<file path="src/rtl/cs2fifoc.sv">
// cs2fifoc: latches nine command fields and streams one framed, checksummed command into the TX FIFO.
module cs2fifoc #(
  parameter int MIN_LEN = 12,
  parameter int MAX_LEN = 32
) (
  input  logic        clk,
  input  logic        rst,
  input  logic        fs,
  output logic        fd,
  output logic        err,
  input  logic [11:0] data_len,
  input  logic [7:0]  kind_dev,
  input  logic [7:0]  info_sr,
  input  logic [7:0]  cmd_filt,
  input  logic [7:0]  cmd_mix0,
  input  logic [7:0]  cmd_reg4,
  input  logic [7:0]  cmd_reg5,
  input  logic [7:0]  cmd_reg6,
  input  logic [7:0]  cmd_reg7,
  input  logic [7:0]  cmd_mix1,
  input  logic        fifoc_full,
  output logic        fifoc_txen,
  output logic [7:0]  fifoc_txd,
  output logic [7:0]  so
);
  typedef enum logic [7:0] {IDLE = 8'h00, LOAD = 8'h01, SEND = 8'h03, LAST = 8'h0F} state_t;
  localparam logic [11:0] MIN_L = 12'(MIN_LEN);
  localparam logic [11:0] MAX_L = 12'(MAX_LEN);
  state_t      state_q;
  logic [11:0] idx_q, len_q, idx_m2;
  logic [7:0]  acc_q, byte_d;
  logic [7:0]  f_q [9];
  logic        fd_q, err_q, wr, legal, add;
  always_comb begin
    idx_m2 = idx_q - 12'd2;
    byte_d = idx_q == 12'd0 ? 8'h55 :
             idx_q == 12'd1 ? 8'hAA :
             idx_q == len_q - 12'd1 ? acc_q :
             idx_q <= 12'd10 ? f_q[idx_m2[3:0]] : 8'h00;
    wr     = state_q == SEND && !fifoc_full;
    add    = idx_q >= 12'd2 && idx_q <= len_q - 12'd2;
    legal  = data_len >= MIN_L && data_len <= MAX_L;
  end
  assign fifoc_txen = wr;
  assign fifoc_txd  = state_q == SEND ? byte_d : 8'h00;
  assign fd  = fd_q;
  assign err = err_q;
  assign so  = state_q;
  always_ff @(posedge clk or posedge rst) begin
    if (rst) begin
      state_q <= IDLE;
      idx_q   <= '0;
      len_q   <= '0;
      acc_q   <= '0;
      fd_q    <= 1'b0;
      err_q   <= 1'b0;
      for (int i = 0; i < 9; i++) f_q[i] <= '0;
    end else begin
      case (state_q)
        IDLE: if (fs) state_q <= LOAD;
        LOAD: begin
          f_q[0]  <= kind_dev;
          f_q[1]  <= info_sr;
          f_q[2]  <= cmd_filt;
          f_q[3]  <= cmd_mix0;
          f_q[4]  <= cmd_reg4;
          f_q[5]  <= cmd_reg5;
          f_q[6]  <= cmd_reg6;
          f_q[7]  <= cmd_reg7;
          f_q[8]  <= cmd_mix1;
          len_q   <= data_len;
          acc_q   <= '0;
          idx_q   <= '0;
          err_q   <= !legal;
          fd_q    <= !legal;
          state_q <= legal ? SEND : LAST;
        end
        SEND: if (wr) begin
          idx_q <= idx_q + 12'd1;
          if (add) acc_q <= acc_q + byte_d;
          if (idx_q == len_q - 12'd1) begin
            state_q <= LAST;
            fd_q    <= 1'b1;
          end
        end
        LAST: if (!fs) begin
          state_q <= IDLE;
          fd_q    <= 1'b0;
        end
        default: begin
          state_q <= IDLE;
          fd_q    <= 1'b0;
        end
      endcase
    end
  end
endmodule

</file>
<file path="config.mk">
export PLATFORM = sky130hd
export DESIGN_NAME = cs2fifoc
export DESIGN_NICKNAME = d
export VERILOG_FILES = /design/src/rtl/cs2fifoc.sv
export SDC_FILE = /design/constraint.sdc
export NUM_CORES = 1
export LEC_CHECK = 0
export BUFFER_PORTS_ARGS = -buffer_cell sky130_fd_sc_hd__buf_2
export CORE_ASPECT_RATIO = 0.75
export CORE_MARGIN = 5
export CORE_UTILIZATION = 53
export CTS_BUF_LIST = sky130_fd_sc_hd__clkbuf_4
export DETAILED_ROUTE_END_ITERATION = 8
export PLACE_DENSITY = 0.89
export RECOVER_POWER = 50
export SLEW_MARGIN = 20
export SYNTH_ARGS = -nofsm -noshare
export SYNTH_HDL_FRONTEND = slang
export SYNTH_SLANG_ARGS = --single-unit
</file>
<file path="constraint.sdc">
create_clock -name clk -period 4.4 [get_ports clk]
set_input_delay 0 -clock clk [delete_from_list [all_inputs] [get_ports clk]]
set_output_delay 0 -clock clk [all_outputs]
set_load 0.02 [all_outputs]
</file>
Yosys cells after proc, flatten, opt, wreduce, memory -nomap -nowiden

Cells that the tools add are included.

$add $sub $neg: 5
Order comparisons: 6
Equality and inequality tests: 10
Multiplexer cells: 23
Bitwise logic cells: 2
Reduce and logical (&&, ||, !) cells: 12

Operator list:

| cell                    | number |
|---|---|
| $mux W8                 | 13 |
| $bmux W8 S4             | 1 |
| $pmux W8 S4             | 1 |
| $pmux W12 S2            | 1 |
| $pmux W8 S2             | 1 |
| $add A12 B1 Y12 const B | 1 |
| $eq A12 B1 Y1 const B   | 1 |
| $eq A12 B12 Y1          | 1 |
| $ge A12 B2 Y1 const B   | 1 |
| $ge A12 B4 Y1 const B   | 1 |
| $le A12 B12 Y1          | 1 |
| $le A12 B4 Y1 const B   | 1 |
| $le A12 B6 Y1 const B   | 1 |
| $logic_not A12 Y1       | 1 |
| $mux W12                | 1 |
| $sub A12 B1 Y12 const B | 1 |
| $sub A12 B2 Y12 const B | 1 |
| $add A8 B8 Y8           | 1 |
| $eq A8 B1 Y1 const B    | 1 |
| $eq A8 B2 Y1 const B    | 1 |
| $eq A8 B4 Y1 const B    | 1 |
| $logic_not A8 Y1        | 1 |
| $ne A2 B2 Y1 const B    | 4 |
| $reduce_and A4 Y1       | 2 |
| 13 further kinds        | 18 |

Register bits after elaboration: 114
Input port bits: 88
Output and inout port bits: 19
Logic and storage cells: 73

Depth between registers and ports, before layout

Depth after elaboration: 13
Gate-level depth with buffers: 20
Gate-level depth less buffers: 18

Worst setup path after synthesis

OpenSTA, ideal clock, no wires.

Path type: register to register
Start: register idx_q[0]
End: register acc_q[7]
Library setup time: 82 ps
Data arrival time: 4372 ps
Data required time: 4318 ps
Path slack: -55 ps
Cell stages (with the launch flop): 20
Path buffers: 3
Period minus slack after synthesis: 4455 ps
Cells stage by stage: dfrtp_1 -> buf_1 -> clkbuf_1 -> inv_1 -> ha_1 -> a2111oi_4 -> nand4_2 -> or2_1 -> buf_2 -> mux2i_1 -> a21oi_1 -> ha_1 -> a21o_1 -> a21oi_1 -> nor2b_1 -> o21ai_0 -> a21oi_1 -> a31o_1 -> a211o_1 -> o211ai_2

Cells in the longest elaborated chain, start to end: 13
Elaborated cells between the ends (all ways): 22
Classes of those cells: 2 x add/sub; 3 x order compare; 3 x eq/ne; 10 x mux; 1 x bitwise; 3 x reduce/logical

RTL lines:

| element                                    | RTL line | text |
|---|---|---|
| start: declaration                         | 30       | `logic [11:0] idx_q, len_q, idx_m2;` |
| start signal: assignment                   | 79       | `idx_q <= idx_q + 12'd1;` |
| $sub A4 B2 Y4                              | 35       | `idx_m2 = idx_q - 12'd2;` |
| $not A4 Y5 (not written as such)           | 39       | `idx_q <= 12'd10 ? f_q[idx_m2[3:0]] : 8'h00;` |
| $bmux W8 S4                                | 39       |  |
| $mux W8 (not written as such) (2 in a row) | 39       |  |
| $mux W8                                    | 39       |  |
| $mux W8                                    | 38       | `idx_q == len_q - 12'd1 ? acc_q :` |
| $mux W8                                    | 37       | `idx_q == 12'd1 ? 8'hAA :` |
| $mux W8                                    | 36       | `byte_d = idx_q == 12'd0 ? 8'h55 :` |
| $add A8 B8 Y8                              | 80       | `if (add) acc_q <= acc_q + byte_d;` |
| $mux W8                                    | 80       |  |
| $mux W8                                    | 78       | `SEND: if (wr) begin` |
| $pmux W8 S2                                | 59       | `case (state_q)` |
| end signal: assignment                     | 80       |  |
| end: declaration                           | 31       | `logic [7:0] acc_q, byte_d;` |

Several ways; a longest one is shown, not always the timed one. The select of a mux whose other input is x is not followed.
A chain may end at the register's enable or synchronous reset.

Final worst setup path

Start: register len_q[2]
End: register acc_q[7]

Cells in the longest elaborated chain, start to end: 9
Elaborated cells between the ends (all ways): 14
Classes of those cells: 3 x add/sub; 1 x order compare; 2 x eq/ne; 6 x mux; 2 x reduce/logical

RTL lines:

| element                  | RTL line | text |
|---|---|---|
| start: declaration       | 30       |  |
| start signal: assignment | 71       | `len_q <= data_len;` |
| $sub A12 B1 Y12          | 38       |  |
| $eq A12 B12 Y1           | 38       |  |
| $mux W8                  | 38       |  |
| $mux W8                  | 37       |  |
| $mux W8                  | 36       |  |
| $add A8 B8 Y8            | 80       |  |
| $mux W8                  | 80       |  |
| $mux W8                  | 78       |  |
| $pmux W8 S2              | 59       |  |

Several ways; a longest one is shown, not always the timed one. The select of a mux whose other input is x is not followed.

==> results.ini <==
[outcome]
outcome = finished, violations left
violations = max-capacitance violations, max-slew violations, negative setup slack

[route]
dr.pass1.iters = 7
ant_nets = 0
viasPerCell = 5.87
wirelength_um = 19100
vias = 5441
drc = 0
drtIter0Drc = 446
avgRoutedWirePerCell_um = 20.6

[sta]
rsz0062_at_grt = yes
worst_slew_pin_slew_ns = 2.88
setup_viol = 3
fin_worst_skew_ns = 0.0330
hold_viol_final = 0
min_period_ns = 4.49
min_period_over_period = 1.02
layout_setup_ws_ns = -0.0920
relSlewSlack = -0.925
slew_viol_final = 76
max_freq_ghz = 0.223

[final_layout]
fillers = 795
fin_cells = 927
layout-drive-gt1-share = 0.376
area_growth_pct = 31.4
nets = 876
fin_util = 0.715

[logic_synthesis]
ys_ff_latch = 109
syn_inst = 549
synthTopCellsByArea = dfrtp_1 (43%), mux2_2 (16%), mux4_2 (5.7%)
ys.flop_type = dfrtp_1
synth_compound_area_frac = 0.0878
synth-edff-count = 0
ys_types = 63
yosys.area.top_type_share = 0.430
synthesis.area_sq_mm = 0.00634
yosysTopAreaCell = dfrtp_1
synth_area_per_cell_sq_um = 11.5
ys_warn_count = 0
synth-xor-area-share = 0.0497
synth_fa_ha_area_frac = 0.0584
seq_area_frac_synth = 0.430
async_reset_ff_frac = 1.00
yosys.area_share.simple = 0.111
synth_top_family_by_area = multiplexers
synthMuxAreaShare = 0.230

[setup_path]
max_stage_delay_ns = 0.52
path_cells = inv_2, ha_4, or4b_4, or4_4, a2111oi_4, nand4_2, or2_4, buf_6, mux2i_1, o21ai_1, ha_1, a21oi_2, nor2b_2, o21ai_2, a21oi_2, o2111ai_2, a211o_1, o211ai_2
cp-start-kind = register
required_ns = 4.83
r2r-start = len_q[2]
crit_type = register to register
reg2reg_depth = 18
crit_slowest_cell = or4_4
critPathArrivalTime_ns = 4.93
critPathTopFamily = simple AND/OR/NAND/NOR gates
cp_common_cell = a21oi_2
end_kind = register
critPathLaunch = len_q[2]
crit_path_max_fanout = 6
cp.depth = 18
critPathBufInv = 2

[clock_network]
cts-buffers-inserted = 9
clk_path_buf_depth = 2
htree_levels = 3
clock_latency_ns = 0.53
cts_tree = yes
root_buffer = clkbuf_4
cts_sinks = 109
cts.clk_slew.worst_paths_ns = 0.20

[placement]
pre_cts_ws_ns = -0.229
portBuffers = 102
gp_congestion = 0.912
placedCellCount = 806
dpl.hpwl_um = 11500

[global_route]
grt_usage = 0.275
grt_max_degree = 76
antenna_found_initial = 0
grt_pass1_wl_um = 30600
grt_overflow = 0
grt_pass1_vias = 5940

[power_and_ir_drop]
power_density_mw_per_mm2 = 660
p_leak_nw = 3.77
peakVddDrop_mv = 0.440

[floorplan]
die_area_sq_mm = 0.0143
io_pins = 107
die_w_um = 136
num_rows = 34
initial_core_util = 0.544
core_area_sq_mm = 0.0117
die_y_um = 105

[hold_path]
whs_path_depth = 3
hp-start = cmd_reg4[7]
hp-class = input port to register

[flow_run]
maxCapViolations = 1

cell usage after synthesis, drive strengths merged, types with 3 or more instances:
master	n
or3	3
nor2	32
buf	10
nand2	28
xor2	12
inv	14
o2111ai	3
dfrtp	109
a22oi	8
a21oi	15
mux2	91
o211ai	3
mux4	16
or4	6
nor2b	16
mux2i	7
o21ai	23
a21o	8
nand4	8
nand3	7
nand2b	4
and3	4
xnor2	24
ha	28
clkbuf	23
nor3	8
area by class of cell:
cell class	instances	area, sq um	share of cell area
timing repair buffer	229	1690	0.203
inverter	14	52.6	0.00631
antenna	1	2.50	0.000300
tap	162	203	0.0243
sequential	109	2730	0.327
clock buffer	9	67.6	0.00811
multi-input combinational	396	3500	0.420
clock inverter	7	81.3	0.00976
kinds of logic after synthesis:
group	count (synthesis)
flip-flops	109
AND/OR/NAND/NOR	132
multiplexers	114
buffers and inverters	47
adder cells (fa/ha/maj)	29
AO/OA/AOI/OAI	81
XOR/XNOR	36
other	1
flip-flops by register name, indices dropped and copies added, names as in the netlist:
name	cells
acc_q	8
err	1
so	3
idx_q	12
len_q	12
fd	1
f_q	72
tightest hold or removal path, delay by kind of cell:
| family | cells | cell delay (ns) |
|---|---|---|
| buffers and inverters | 2 | 0.62 |
| multiplexers | 1 | 0.12 |
path summary, 6_finish.rpt:
| path | end | slack [ns] |
|---|---|---|
| setup / recovery | acc_q[7] | -0.09 |
| hold / removal | f_q[39] | 0.24 |
| setup reg to reg | acc_q[7] | -0.09 |
| hold reg to reg | f_q[24] | 0.53 |
| max in group asynchronous | len_q[2] | 1.28 |
| min in group asynchronous | acc_q[5] | 1.03 |
per-stage QoR:
step	hold slack, ns	setup TNS [ns]	power [W]	instance area (sq um)
finish	0.239	-0.193	0.00549	8330
CTS	0.209	-0.0138	0.00527	8280
global placement	0.232	0	0.00440	7110
floorplan	0.117	0	0.00381	6350
detailed placement	0.236	-0.487	0.00457	7110
global route	0.211	-0.657	0.00581	8330
repair_timing:
action                                  4_1_cts  5_1_grt
pin swaps                                    12       19
gates resized for setup                      13       13
endpoints found under the hold margin       166        0
hold buffers                                 87        0
endpoints found under the setup margin        4        5
buffers inserted                             15        4
routing by layer:
metal,vias to the layer above,part of all wire,global-route usage
li1,2409,-,-
met1,2655,0.37,0.332
met2,301,0.50,0.471
met3,76,0.081,0.0677
met4,0,0.043,0.115
met5,-,0,0
power breakdown:
| group | switching (W) | total (W) | internal, W |
|---|---|---|---|
| Sequential | 0.000365 | 0.00183 | 0.00146 |
| Clock | 0.000397 | 0.000539 | 0.000142 |
| Combinational | 0.00152 | 0.00313 | 0.00161 |
| Total | 0.00228 | 0.00549 | 0.00321 |
placed cells by master (no fill, tap or decap), types with 3 or more instances in the layout:
cell             n
clkbuf_4         9
xnor2_1         23
a21o_1           8
nor2_1          31
conb_1           4
a21oi_2          4
dfrtp_1        109
nand3_1          7
mux4_2          16
nor3_1           7
buf_4           36
nand4_1          7
ha_1            26
clkbuf_1         5
dlygate4sd3_1   87
nand2b_1         4
o21ai_0         18
or4_1            5
and3_1           4
xor2_1          12
a22oi_1          8
buf_2           97
mux2i_1          6
a21oi_1         11
inv_1           12
o21ai_1          4
or3_1            3
mux2_2          90
nor2b_1         13
nand2_1         28
(Power assumes the default switching activity.)
